## src/rtl/dvp_tx.sv

```systemverilog
// dvp_tx: DVP byte-serial video transmitter (RGB565 as two bytes per pixel, pclk = clk/2).
// Optional DVP_TX_TEST_PATTERN_EN adds test_mode to replace pix_data with 8 colour bars.
module dvp_tx #(
  parameter int H_ACTIVE = 320,
  parameter int V_ACTIVE = 240,
  parameter int H_BLANK  = 16,
  parameter int V_PORCH  = 4,
  parameter int V_FRONT  = 4
) (
  input  logic        clk,
  input  logic        rst,
  input  logic        en,
  input  logic [15:0] pix_data,
  input  logic        pix_valid,
`ifdef DVP_TX_TEST_PATTERN_EN
  input  logic        test_mode,
`endif
  output logic        pix_ready,
  output logic        pclk,
  output logic        vsync,
  output logic        href,
  output logic [7:0]  data,
  output logic        frame_done,
  output logic        underrun,
  output logic        busy
);
  localparam int LL = 2*H_ACTIVE + H_BLANK;
  localparam int LINES = V_PORCH + V_ACTIVE + V_FRONT;
  localparam int CW = $clog2(LL);
  localparam int LW = $clog2(LINES);
  typedef enum logic [2:0] {IDLE, PORCH, ACTIVE, HBLANK, FRONT} state_t;
  state_t state;
  logic [CW-1:0] col;
  logic [LW-1:0] line;
  logic [7:0] lo;
  logic [15:0] pix;
  logic take, tm, hi, col_end;
  assign col_end = col == CW'(LL-1);
  // hi marks the falling-pclk edge that launches a pixel's high byte
  assign hi = pclk && ((state == PORCH && col_end && line == LW'(V_PORCH-1)) ||
                       (state == ACTIVE && col[0] && col != CW'(2*H_ACTIVE-1)) ||
                       (state == HBLANK && col_end && line != LW'(V_PORCH+V_ACTIVE-1)));
`ifdef DVP_TX_TEST_PATTERN_EN
  localparam int BW = H_ACTIVE/8 > 0 ? H_ACTIVE/8 : 1;
  localparam logic [15:0] BARS [8] = '{16'hFFFF, 16'hFFE0, 16'h07FF, 16'h07E0,
                                       16'hF81F, 16'hF800, 16'h001F, 16'h0000};
  logic [CW-1:0] ncol;
  logic [31:0] bi;
  logic [2:0] bar;
  assign ncol = state == ACTIVE ? col + 1'b1 : '0;
  assign bi = (32'(ncol) >> 1) / BW;
  assign bar = bi > 7 ? 3'd7 : bi[2:0];
  assign tm = test_mode;
  assign pix = tm ? BARS[bar] : pix_valid ? pix_data : '0;
  assign take = !tm && pix_valid;
`else
  assign tm = 1'b0;
  assign pix = pix_valid ? pix_data : '0;
  assign take = pix_valid;
`endif
  always_ff @(posedge clk) begin
    if (rst) begin
      state <= IDLE;
      col <= '0;
      line <= '0;
      lo <= '0;
      pclk <= 1'b0;
      vsync <= 1'b0;
      href <= 1'b0;
      data <= '0;
      pix_ready <= 1'b0;
      frame_done <= 1'b0;
      underrun <= 1'b0;
      busy <= 1'b0;
    end else begin
      pclk <= ~pclk;
      frame_done <= 1'b0;
      pix_ready <= hi && take;
      if (hi && !take && !tm) underrun <= 1'b1;
      if (hi) begin
        data <= pix[15:8];
        lo <= pix[7:0];
        href <= 1'b1;
      end
      if (pclk) begin
        case (state)
          IDLE: if (en) begin
            state <= PORCH;
            vsync <= 1'b1;
            busy <= 1'b1;
          end
          PORCH: begin
            col <= col_end ? '0 : col + 1'b1;
            if (col_end) line <= line + 1'b1;
            if (col_end && line == LW'(V_PORCH-1)) state <= ACTIVE;
          end
          ACTIVE: begin
            col <= col + 1'b1;
            if (col == CW'(2*H_ACTIVE-1)) begin
              state <= HBLANK;
              href <= 1'b0;
              data <= '0;
            end else if (!col[0]) data <= lo;
          end
          HBLANK: begin
            col <= col_end ? '0 : col + 1'b1;
            if (col_end) line <= line + 1'b1;
            if (col_end && line == LW'(V_PORCH+V_ACTIVE-1)) begin
              state <= FRONT;
              vsync <= 1'b0;
              frame_done <= 1'b1;
            end else if (col_end) state <= ACTIVE;
          end
          FRONT: begin
            col <= col_end ? '0 : col + 1'b1;
            if (col_end) line <= line == LW'(LINES-1) ? '0 : line + 1'b1;
            if (col_end && line == LW'(LINES-1)) begin
              state <= en ? PORCH : IDLE;
              vsync <= en;
              busy <= en;
            end
          end
          default: state <= IDLE;
        endcase
      end
    end
  end
endmodule

```

## config.mk

```make
export PLATFORM = sky130hd
export DESIGN_NAME = dvp_tx
export DESIGN_NICKNAME = d
export VERILOG_FILES = /design/src/rtl/dvp_tx.sv
export SDC_FILE = /design/constraint.sdc
export NUM_CORES = 1
export LEC_CHECK = 0
export ABC_AREA = 1
export BUFFER_PORTS_ARGS = -buffer_cell sky130_fd_sc_hd__buf_2
export CELL_PAD_IN_SITES_DETAIL_PLACEMENT = 0
export CELL_PAD_IN_SITES_GLOBAL_PLACEMENT = 1
export CORE_MARGIN = 2
export CORE_UTILIZATION = 40
export CTS_BUF_LIST = sky130_fd_sc_hd__clkbuf_4
export DETAILED_ROUTE_END_ITERATION = 10
export PLACE_DENSITY_LB_ADDON = 0.1
export SLEW_MARGIN = 5
export SYNTH_ARGS = -nofsm -noshare
export SYNTH_HDL_FRONTEND = slang
export SYNTH_SLANG_ARGS = --single-unit
```

## constraint.sdc

```tcl
create_clock -name clk -period 5.3 [get_ports clk]
set_clock_uncertainty 0.1 [all_clocks]
set_input_delay 1.325 -clock clk [delete_from_list [all_inputs] [get_ports clk]]
set_output_delay 1.325 -clock clk [all_outputs]
set_load 0.02 [all_outputs]
```

### Word-level counts from Yosys, hierarchy flattened

Index checks and enable logic that the tools add are counted.

| operators by class | value |
|---|---|
| $add $sub $neg | 2 |
| eq/ne operators | 19 |
| mux-type cells | 30 |
| bitwise gates (word level) | 2 |
| reduce and logical (&&, ||, !) cells | 28 |

Operator list:

| cell | count |
|---|---|
| $mux W8 | 8 |
| $eq A10 B10 Y1 const B | 2 |
| $pmux W10 S2 | 1 |
| $mux W3 | 6 |
| $eq A8 B8 Y1 const B | 2 |
| $mux W16 | 1 |
| $pmux W8 S2 | 1 |
| $pmux W3 S5 | 1 |
| $logic_and A1 B1 Y1 | 12 |
| $add A10 B1 Y10 const B | 1 |
| $mux W10 | 1 |
| $ne A10 B10 Y1 const B | 1 |
| $mux W1 | 9 |
| $add A8 B1 Y8 const B | 1 |
| $eq A8 B2 Y1 const B | 1 |
| $ne A2 B1 Y1 const B | 4 |
| $ne A8 B8 Y1 const B | 1 |
| $reduce_and A4 Y1 | 2 |
| $eq A3 B2 Y1 const B | 2 |
| $ne A2 B2 Y1 const B | 3 |
| $reduce_and A6 Y1 | 1 |
| $reduce_bool A2 Y1 | 3 |
| $reduce_or A3 Y1 | 2 |
| $reduce_and A5 Y1 | 1 |
| 12 further kinds | 14 |

| word-level totals | value |
|---|---|
| flip-flop bits (word level) | 44 |
| output and inout port bits | 15 |

### Depth between registers and ports, before layout

| depth | value |
|---|---|
| word-level depth | 11 |
| gate-level depth with buffers | 13 |

### Worst setup path after synthesis

Ideal clock, no wire load.

| path | value |
|---|---|
| kind | input to register |
| start point | input port pix_valid |
| end point | register lo[0] |
| library setup time | 0.059 ns |
| arrival | 1.946 ns |
| slack | 3.195 ns |
| stages | 5 |
| cells stage by stage | clkbuf_1 > nand2_2 > nor2_4 > nand2_1 > nand2_1 |

| between the ends | value |
|---|---|
| cells in the longest elaborated chain, start to end | 1 |

RTL lines:

| element | RTL line | RTL |
|---|---|---|
| from (decl) | 14 | `input logic pix_valid,` |
| $mux W16 | 58 | `assign pix = pix_valid ? pix_data : '0;` |
| to (signal assigned) | 82 | `lo <= pix[7:0];` |
| to (decl) | 35 | `logic [7:0] lo;` |

No other way between the ends.
A chain may end at the register's enable or synchronous reset.

### Worst setup path in the final report

| path | value |
|---|---|
| start point | register pclk |
| end point | output port pclk |

RTL lines:

| element | RTL line | RTL |
|---|---|---|
| from (decl) | 19 | `output logic pclk,` |
| from (signal assigned) | 76 | `pclk <= ~pclk;` |

No word-level cell between the ends.

==> results.sh <==
export IMPL_crit_type="reg -> out"
export IMPL_power_leakage_nw=1.24
export IMPL_maxSlewViolCount=0
export IMPL_path_delay_family="flip-flops"
export IMPL_clk_pin_slew_ns=0.14
export IMPL_met2_usage=0.280
export IMPL_critPathRequiredTime_ns=3.88
export IMPL_dpl_hpwl_mm=4.17
export IMPL_wl_per_cell_um=11.4
export IMPL_min_path_type="reg -> reg"
export IMPL_viasPerCell=4.70
export IMPL_maxCapViolCount=0
export IMPL_hold_buffers=0
export IMPL_crit_path_top_delay_cell="dfxtp_1"
export IMPL_numCtsBuffers=5
export IMPL_io_buffers=34
export IMPL_detail_route_antenna_nets=0
export IMPL_antenna_found_initial=0
export IMPL_cp_cell_sequence="buf_2"
export IMPL_synth_nets=406
export IMPL_dieArea_um2=6580
export IMPL_vdd_drop_max_v=0.000117
export IMPL_clk_latency_ns=0.37
export IMPL_first_iter_violations=102
export IMPL_grt_usage=0.186
export IMPL_ys_types=29
export IMPL_gp_congestion=0.752
export IMPL_hold_viol_final=0
export IMPL_initial_core_util=0.407
export IMPL_top_usage_layer="met2"
export IMPL_fin_crit_ns=2.62
export IMPL_cts_buffer_depth=2
export IMPL_relSlewSlack=0.530
export IMPL_cp_buffers_inverters=1
export IMPL_fmax_mhz=382
export IMPL_htree_num_levels=2
export IMPL_area_growth_pct=12.0
export IMPL_io_pins=35
export IMPL_use_met1=0.265
export IMPL_cpPeakStageDelay_ns=0.58
export IMPL_dieHeight_um=81.1
export IMPL_total_power_w=0.000614
export IMPL_syn_area_um2=2380
export IMPL_drc_errors=0
export IMPL_dr_pass1_iters=4
export IMPL_fin_tns_setup_ns=0
export IMPL_routed_wl_mm=5.65
export IMPL_p_per_area_nw_per_um2=230
export IMPL_syn_inst=384
export IMPL_synth_edf_count=0
export IMPL_avgSynthCellArea_um2=6.20
export IMPL_final_nets=441
export IMPL_cts_repair_resized=0
export IMPL_synthFlopType="dfxtp_1"
export IMPL_coreArea_um2=5850
export IMPL_num_vias=2325
export IMPL_yosysWarnings=0
export IMPL_yosysSeqAreaShare=0.370
export IMPL_endpoint_kind="primary output"
export IMPL_drive_gt1_frac=0.162
export IMPL_worstMarginPinSlew_ns=0.704
export IMPL_cp_arrival_ns=1.19
export IMPL_dieWidth_um=81.1
export IMPL_grt_overflow=0
export IMPL_grt_pass1_vias=2068
export IMPL_status="finished, final reports clean"
export IMPL_cts_sinks=44
export IMPL_setup_viol=0
export IMPL_fin_crit_sh=0.494
export IMPL_cts_setup_buffers=0
export IMPL_grt_start_max_net_pins=24
export IMPL_gr_usage_met3=0.0400
export IMPL_startpoint_type="flip-flop"
export IMPL_tritoncts="yes"
export IMPL_synth_seq_cells=44
export IMPL_grt_pass1_wl_mm=9.43
export IMPL_rows=28
export IMPL_rsz0062_at_grt="false"
export IMPL_crit_path_max_fanout=9
export IMPL_diodes=0
export IMPL_synth_async_sr_flop_share=0
export IMPL_cts_root_buf="clkbuf_4"
==> kinds of logic (layout without fill, tap and decap cells) <==
group | after synthesis | in the layout | share of synthesized area
AND/OR/NAND/NOR | 251 | 251 | 0.455
flip-flops | 44 | 44 | 0.370
XOR/XNOR | 3 | 3 | 0.0110
buffers and inverters | 56 | 92 | 0.0941
adder cells (fa/ha/maj) | 2 | 2 | 0.0105
AO/OA/AOI/OAI | 28 | 28 | 0.0589
==> power by group <==
part           leakage [nW]  internal, W  switching (W)
sequential            0.355     0.000340      0.0000124
clock                0.0249    0.0000501       0.000119
combinational         0.860    0.0000313      0.0000608
==> worst paths after layout <==
kind / cells past startpoint / slack, ns / to / startpoint
worst max register to register: 8 / 3.17 / data[6]$_SDFF_PP0_ / col[0]$_SDFFE_PP0P_
worst min-delay path: 2 / 0.38 / vsync$_SDFFE_PP0P_ / vsync$_SDFFE_PP0P_
worst max-delay path: 1 / 2.68 / pclk / pclk$_SDFF_PP0_
worst min register to register: 2 / 0.38 / vsync$_SDFFE_PP0P_ / vsync$_SDFFE_PP0P_
==> cell usage in the layout (no fill, tap or decap) <==
| master | netlist | routed |
|---|---|---|
| a21oi_1 | 9 | 9 |
| buf_2 | 0 | 34 |
| clkbuf_4 | 0 | 5 |
| clkinv_1 | 2 | 3 |
| clkinvlp_4 | 0 | 2 |
| dfxtp_1 | 44 | 44 |
| ha_1 | 2 | 2 |
| inv_1 | 41 | 41 |
| inv_2 | 6 | 6 |
| inv_4 | 1 | 1 |
| nand2_1 | 102 | 102 |
| nand2_2 | 5 | 5 |
| nand2_4 | 1 | 1 |
| nand3_1 | 33 | 33 |
| nand3_2 | 1 | 1 |
| nand3_4 | 1 | 1 |
| nand4_1 | 3 | 3 |
| nor2_1 | 85 | 85 |
| nor2_2 | 9 | 9 |
| nor2_4 | 1 | 1 |
| nor3_1 | 6 | 6 |
| nor3_2 | 1 | 1 |
| nor3b_1 | 1 | 1 |
| o21ai_0 | 18 | 18 |
| o21ai_1 | 1 | 1 |
| or2_0 | 1 | 1 |
| or2_2 | 1 | 1 |
| xor2_1 | 3 | 3 |
==> routing by layer <==
metal | vias to the layer above | part of all wire | wire, um
met2 | 56 | 0.41 | 2340
met4 | 0 | 0.013 | 71
met3 | 6 | 0.046 | 258
met5 | - | 0 | 0
li1 | 1260 | - | -
met1 | 1003 | 0.53 | 2980
==> cells in the mapped netlist, types with 2 or more instances <==
master / instances / share of area
nand2_1: 102 / 0.16
nor2_1: 85 / 0.13
dfxtp_1: 44 / 0.37
inv_1: 41 / 0.065
nand3_1: 33 / 0.069
o21ai_0: 18 / 0.038
a21oi_1: 9 / 0.019
nor2_2: 9 / 0.024
inv_2: 6 / 0.0095
nor3_1: 6 / 0.013
nand2_2: 5 / 0.013
clkbuf_1: 3 / 0.0047
nand4_1: 3 / 0.0079
xor2_1: 3 / 0.011
clkinv_1: 2 / 0.0032
ha_1: 2 / 0.011
==> registers in the layout (all words and copies together) (netlist names) <==
signal	flops
lo	8
data	8
pix_ready	1
href	1
line	8
frame_done	1
pclk	1
col	10
state	3
underrun	1
vsync	1
busy	1
==> stage by stage <==
| step | setup slack [ns] | utilization | area (um2) | instances | hold slack (ns) |
|---|---|---|---|---|---|
| 3_5_place_dp | 2.44 | 0.446 | 2610 | 487 | 0.353 |
| 4_1_cts | 2.66 | 0.456 | 2670 | 495 | 0.377 |
| 3_3_place_gp | 2.52 | 0.446 | 2610 | 487 | 0.350 |
| 6_report | 2.68 | 0.456 | 2670 | 495 | 0.380 |
| 5_1_grt | 2.59 | 0.456 | 2670 | 495 | 0.395 |
| 2_1_floorplan | 3.20 | - | 2380 | 384 | 0.334 |
==> cell type report <==
| type | instances | area (um2) |
|---|---|---|
| Clock buffer | 5 | 37.5 |
| Clock inverter | 3 | 18.8 |
| Fill cell | 632 | 3180 |
| Inverter | 50 | 190 |
| Multi-Input combinational cell | 284 | 1270 |
| Sequential cell | 44 | 881 |
| Tap cell | 75 | 93.8 |
| Timing Repair Buffer | 34 | 170 |
No activity file was read; power rests on OpenSTA's default activity.
